==> config.mk <==
export PLATFORM = sky130hd
export DESIGN_NAME = icache_refill_ctrl_flat
export DESIGN_NICKNAME = d
export VERILOG_FILES = /design/src/rtl/icache_refill_ctrl_if.sv /design/src/rtl/icache_refill_ctrl.sv /design/src/flat_wrapper.sv
export SDC_FILE = /design/constraint.sdc
export NUM_CORES = 1
export LEC_CHECK = 0
export CAP_MARGIN = 10
export CORE_MARGIN = 10
export CORE_UTILIZATION = 25
export DETAILED_ROUTE_END_ITERATION = 10
export SLEW_MARGIN = 15
export SYNTH_ARGS = -nofsm -noshare
export SYNTH_HDL_FRONTEND = slang
export SYNTH_SLANG_ARGS = --single-unit
==> constraint.sdc <==
create_clock -name clk -period 2.4 [get_ports clk]
set_input_delay 0.48 -clock clk [delete_from_list [all_inputs] [get_ports clk]]
set_output_delay 0.48 -clock clk [all_outputs]
set_load 0.02 [all_outputs]
==> src/rtl/icache_refill_ctrl_if.sv <==
// Miss/fill and lower-memory signal bundle for the L1 instruction-cache refill controller.
// The slave modport is the controller's view; the master modport is the fetch/memory side.
interface icache_refill_ctrl_if #(
    parameter int SIZE_PC     = 32,
    parameter int CACHE_WIDTH = 256,
    parameter int MEM_WIDTH   = 64
);
    logic                   miss_i;
    logic [SIZE_PC-1:0]     missAddr_i;
    logic                   cancel_i;
    logic                   mem_req_o;
    logic [SIZE_PC-1:0]     mem_addr_o;
    logic                   mem_gnt_i;
    logic                   mem_rvalid_i;
    logic [MEM_WIDTH-1:0]   mem_rdata_i;
    logic                   wrEnable_o;
    logic [SIZE_PC-1:0]     wrAddr_o;
    logic [CACHE_WIDTH-1:0] instBlock_o;
    logic                   busy_o;
    logic [31:0]            refillCnt_o;

    modport slave (
        input  miss_i, missAddr_i, cancel_i, mem_gnt_i, mem_rvalid_i, mem_rdata_i,
        output mem_req_o, mem_addr_o, wrEnable_o, wrAddr_o, instBlock_o, busy_o, refillCnt_o
    );

    modport master (
        output miss_i, missAddr_i, cancel_i, mem_gnt_i, mem_rvalid_i, mem_rdata_i,
        input  mem_req_o, mem_addr_o, wrEnable_o, wrAddr_o, instBlock_o, busy_o, refillCnt_o
    );
endinterface

==> src/rtl/icache_refill_ctrl.sv <==
// L1 instruction-cache refill controller: fetches a missed block as memory beats,
// assembles it and delivers it through a single-cycle fill strobe. Supports cancellation.
module icache_refill_ctrl #(
    parameter int SIZE_PC     = 32,
    parameter int CACHE_WIDTH = 256,
    parameter int MEM_WIDTH   = 64
) (
    input logic                 clk,
    input logic                 reset,
    icache_refill_ctrl_if.slave bus
);
    localparam int BEATS    = CACHE_WIDTH / MEM_WIDTH;
    localparam int CNT_W    = (BEATS > 1) ? $clog2(BEATS) : 1;
    localparam int OFFSET_W = $clog2(CACHE_WIDTH / 8);
    localparam logic [CNT_W-1:0] LAST_BEAT = CNT_W'(BEATS - 1);

    typedef enum logic [2:0] {IDLE, REQ, RECV, FILL, DRAIN} stateT;

    stateT                  state, stateNext;
    logic [CNT_W-1:0]       beatCnt;
    logic [SIZE_PC-1:0]     blockAddr;
    logic [CACHE_WIDTH-1:0] blockBuf;
    logic [31:0]            refillCnt;
    logic                   latchAddr, beatAccept, beatStore, lastBeat;

    assign lastBeat = bus.mem_rvalid_i && (beatCnt == LAST_BEAT);

    // Next state plus the datapath strobes; a cancelled refill still has to swallow the
    // beats the memory already owes us, which is what DRAIN is for.
    always_comb begin
        stateNext  = state;
        latchAddr  = 1'b0;
        beatAccept = 1'b0;
        beatStore  = 1'b0;
        unique case (state)
            IDLE: begin
                if (bus.miss_i && !bus.cancel_i) begin
                    latchAddr = 1'b1;
                    stateNext = REQ;
                end
            end
            REQ: begin
                if (bus.mem_gnt_i)
                    stateNext = bus.cancel_i ? DRAIN : RECV;
                else if (bus.cancel_i)
                    stateNext = IDLE;
            end
            RECV: begin
                beatAccept = bus.mem_rvalid_i;
                beatStore  = bus.mem_rvalid_i;
                if (lastBeat)
                    stateNext = bus.cancel_i ? IDLE : FILL;
                else if (bus.cancel_i)
                    stateNext = DRAIN;
            end
            DRAIN: begin
                beatAccept = bus.mem_rvalid_i;
                if (lastBeat)
                    stateNext = IDLE;
            end
            FILL: begin
                stateNext = IDLE;
            end
            default: begin
                stateNext = IDLE;
            end
        endcase
    end

    always_ff @(posedge clk) begin
        if (reset) begin
            state     <= IDLE;
            beatCnt   <= '0;
            blockAddr <= '0;
            blockBuf  <= '0;
            refillCnt <= '0;
        end else begin
            state <= stateNext;
            if (latchAddr)
                blockAddr <= {bus.missAddr_i[SIZE_PC-1:OFFSET_W], {OFFSET_W{1'b0}}};
            if (state == REQ && bus.mem_gnt_i)
                beatCnt <= '0;
            else if (beatAccept)
                beatCnt <= (beatCnt == LAST_BEAT) ? '0 : beatCnt + 1'b1;
            if (beatStore)
                blockBuf[int'(beatCnt) * MEM_WIDTH +: MEM_WIDTH] <= bus.mem_rdata_i;
            if (state == FILL)
                refillCnt <= refillCnt + 32'd1;
        end
    end

    assign bus.mem_req_o   = (state == REQ);
    assign bus.mem_addr_o  = blockAddr;
    assign bus.wrEnable_o  = (state == FILL);
    assign bus.wrAddr_o    = blockAddr;
    assign bus.instBlock_o = blockBuf;
    assign bus.busy_o      = (state != IDLE);
    assign bus.refillCnt_o = refillCnt;
endmodule
==> src/flat_wrapper.sv <==
// flat-port wrapper written by rule: the top's interface ports become plain ports
module icache_refill_ctrl_flat 
#(
    parameter int SIZE_PC     = 32,
    parameter int CACHE_WIDTH = 256,
    parameter int MEM_WIDTH   = 64
)
  (clk, reset, bus_miss_i, bus_missAddr_i, bus_cancel_i, bus_mem_gnt_i, bus_mem_rvalid_i, bus_mem_rdata_i, bus_mem_req_o, bus_mem_addr_o, bus_wrEnable_o, bus_wrAddr_o, bus_instBlock_o, bus_busy_o, bus_refillCnt_o);
  icache_refill_ctrl_if #(.SIZE_PC(SIZE_PC), .CACHE_WIDTH(CACHE_WIDTH), .MEM_WIDTH(MEM_WIDTH)) bus_i ();
  input logic clk;
  input logic reset;
  input wire logic [$bits(bus_i.miss_i)-1:0] bus_miss_i;
  input wire logic [$bits(bus_i.missAddr_i)-1:0] bus_missAddr_i;
  input wire logic [$bits(bus_i.cancel_i)-1:0] bus_cancel_i;
  input wire logic [$bits(bus_i.mem_gnt_i)-1:0] bus_mem_gnt_i;
  input wire logic [$bits(bus_i.mem_rvalid_i)-1:0] bus_mem_rvalid_i;
  input wire logic [$bits(bus_i.mem_rdata_i)-1:0] bus_mem_rdata_i;
  output wire logic [$bits(bus_i.mem_req_o)-1:0] bus_mem_req_o;
  output wire logic [$bits(bus_i.mem_addr_o)-1:0] bus_mem_addr_o;
  output wire logic [$bits(bus_i.wrEnable_o)-1:0] bus_wrEnable_o;
  output wire logic [$bits(bus_i.wrAddr_o)-1:0] bus_wrAddr_o;
  output wire logic [$bits(bus_i.instBlock_o)-1:0] bus_instBlock_o;
  output wire logic [$bits(bus_i.busy_o)-1:0] bus_busy_o;
  output wire logic [$bits(bus_i.refillCnt_o)-1:0] bus_refillCnt_o;
  assign bus_i.miss_i = bus_miss_i;
  assign bus_i.missAddr_i = bus_missAddr_i;
  assign bus_i.cancel_i = bus_cancel_i;
  assign bus_i.mem_gnt_i = bus_mem_gnt_i;
  assign bus_i.mem_rvalid_i = bus_mem_rvalid_i;
  assign bus_i.mem_rdata_i = bus_mem_rdata_i;
  assign bus_mem_req_o = bus_i.mem_req_o;
  assign bus_mem_addr_o = bus_i.mem_addr_o;
  assign bus_wrEnable_o = bus_i.wrEnable_o;
  assign bus_wrAddr_o = bus_i.wrAddr_o;
  assign bus_instBlock_o = bus_i.instBlock_o;
  assign bus_busy_o = bus_i.busy_o;
  assign bus_refillCnt_o = bus_i.refillCnt_o;
  icache_refill_ctrl #(.SIZE_PC(SIZE_PC), .CACHE_WIDTH(CACHE_WIDTH), .MEM_WIDTH(MEM_WIDTH)) u_core (.clk(clk), .reset(reset), .bus(bus_i));
endmodule
==> metrics.txt <==
Num CTS Buffers 37; Clock Skews roughly 0.018 ns; Req. time, crit path 1.92 ns; highest ir drop seen on vdd roughly 540 µV; CP max FO 8; max-capacitance violation count 0; final hold violations 0; Row Count 80; Clock transition at path regs 0.06 ns; Post-Synth Simple-Gate Area around 23%; layer with the highest usage met2; DIE WIDTH around 240 µm; largest family of logic cells by synthesized area simple AND/OR/NAND/NOR gates; core area 47700 µm²; kind of end point of the critical path output pin; Area contributors post-synth dfxtp_1, a21oi_1, nand2_1, nand3_1, a22oi_1; YS warnings 0; register bit total from synthesis 320; TNS Setup 0 ns; commonest non-fill, non-tap cell in the layout clkdlybuf4s50_1; adder and majority gate portion of the synthesized area less than 1%; GR Util All Layers 16.7%; Synth Area in Compound Gates 15.7%; CP Class flop to output pin; hpwl dp 36000 µm; PD cells between 600 and 700 nW/µm²; path type of the worst min-delay path input pin to flop; Yosys top cell area share 53.2%; nets 1929; Mapped Avg Cell Area around 8.4 µm²; Startpoint Class flop; starting density of the core about 25%; pin count of the biggest net entering global routing 70; fmax ~430 MHz; min cycle time layout 2.31 ns; final setup margin 0.0890 ns; CP Cell Sequence buf_4 -> or3_1 -> dlygate4sd2_1; commonest cells after routing, fill and taps aside clkdlybuf4s50_1, dfxtp_1, nand2_1, a21oi_1, nand3_1; Die Ht between 200 and 250 µm; routed length per instance between 20 and 25 µm; setup slack at placement 0.125 ns; setup violators final 0; DRT Pass-1 Iters 5; cell area after synthesis between 10000 and 15000 µm²; DRT iter0 DRCs approximately 700; first-pass GRT wire length roughly 75000 µm; via/cell ratio 4.84; hold buffers post-CTS 0; Synth Area in XOR/XNOR 0.799%; share of cells above drive strength 1 7.12%; Unique masters post-synth 46; clk sinks between 300 and 400; Syn Inst Count 1434; clock root cell clkbuf_16; port bufs ~440; final worst-path cycle share roughly 96%; met2 usage 28.2%; Synth area leader dfxtp_1; status finished, final reports clean; mux share of post-synthesis cell area 0.446%; clock buffer depth 3; I/O pins 457; die area 57400 µm²; Detailed Route WL around 51000 µm; Antenna Nets Post-Route 0; CTS tree built; grt total ovfl 0; Worst path max stage delay 0.40 ns; Worst-Skew Late Latency 0.54 ns; total number of H-tree levels 2; Post-route DRC 0; critical path's slowest cell or3_1; GR Util met3 between 6 and 7%; initial antenna violation count 1; Lkg Pwr 6.08 nW; vias in the first global route 11800; vias around 12000; Max Slew Vio Count 0; routability cong. 0.806; GR Util met1 19.3%; Fill cells 4734; crit path DAT roughly 1.8 ns; unrepaired setup endpoints after global routing false; area grow syn2layout 52.4%; sequential-to-total area share from yosys stat 53.2%
==> path summary, 6_finish.rpt <==
kind,depth (start not counted),from,to,slack [ns]
max,3,u_core.state[1]$_SDFFE_PP0P_,bus_busy_o,0.09
min,2,reset,u_core.bus.instBlock_o[56]$_SDFFE_PP0P_,0.30
max reg2reg,5,u_core.bus.refillCnt_o[1]$_SDFFE_PP0P_,u_core.bus.refillCnt_o[18]$_SDFFE_PP0P_,0.15
min reg2reg,2,u_core.bus.instBlock_o[128]$_SDFFE_PP0P_,u_core.bus.instBlock_o[128]$_SDFFE_PP0P_,0.45
==> cells by family after synthesis <==
group	after synthesis
and+or+nand+nor	597
AOI/OAI and AO/OA	328
DFF	320
buffers and inverters	166
xor gates and xnor gates	11
adders and majority gates	6
muxes	5
other	1
==> per-stage QoR <==
step                      instance area (µm²)  total power [mW]  instances  hold WS (ns)  util (%)
final                                   18400              11.4       2457         0.297      38.5
after global routing                    18400              11.8       2457         0.288      38.5
after CTS                               18400              11.6       2456         0.267      38.5
after detailed placement                17200              6.12       2397         0.443      36.1
after global placement                  17200              6.12       2397         0.438      36.1
after floorplan                         12100              5.75       1443         0.530         -
==> sequential cells by signal (all words and copies together) (netlist names) <==
signal	count
u_core.bus.instBlock_o	256
u_core.bus.refillCnt_o	32
u_core.bus.mem_addr_o	27
u_core.state	3
u_core.beatCnt	2
==> what timing repair did <==
action | 4_1_cts | 5_1_grt
buffers inserted | 0 | 0
resized for setup | 4 | 1
setup endpoints to repair | 3 | 1
==> report_power, final <==
group	switching (mW)	total [mW]	internal, mW	leakage (nW)
Combinational	0.348	0.634	0.287	2.94
Sequential	0.0249	5.37	5.34	2.58
Clock	2.24	5.40	3.15	0.562
==> per-layer routing <==
metal,vias to the layer above,wire length [µm]
li1,5671,-
met1,5709,19900
met2,460,24600
met3,64,5160
met4,0,1090
met5,-,0
==> layout make-up <==
type                    instances  area, µm²  area share [%]
diodes                          1       2.50          0.0136
clock inverters                 7       41.3           0.225
clock buffers                  52       1090            5.96
flip-flops and latches        320       6410            34.9
repair buffers                495       5100            27.7
inverters                      10       37.5           0.204
well taps                     615        769            4.19
multi-input cells             957       4920            26.8
==> cell usage after synthesis (all sizes together) <==
| library cell | count |
|---|---|
| dfxtp | 320 |
| nand2 | 246 |
| a21oi | 223 |
| nand3 | 183 |
| nor2 | 97 |
| clkbuf | 90 |
| a22oi | 82 |
| buf | 66 |
| or4 | 15 |
| o31ai | 12 |
| nand4 | 10 |
| inv | 9 |
| o21ai | 7 |
| or3 | 7 |
| ha | 6 |
| xnor2 | 6 |
| and2 | 5 |
| xor2 | 5 |
| nand3b | 4 |
| nor2b | 4 |
| nor3b | 4 |
| nor4 | 4 |
| and3 | 3 |
| and4 | 3 |
| mux2 | 3 |
| nor3 | 3 |
| a211oi | 2 |
| and4b | 2 |
| mux2i | 2 |
| or2 | 2 |
| a2111oi | 1 |
| a211o | 1 |
| and3b | 1 |
| clkinv | 1 |
| conb | 1 |
| nand2b | 1 |
| nand4b | 1 |
| nor4b | 1 |
| nor4bb | 1 |
==> worst max-delay path: cells and delay by family (launching register included) <==
kind,cells,cell delay [ns]
flops,1,0.34
buf+inv,2,0.54
simple gates,1,0.40
(Power assumes the default switching activity.)
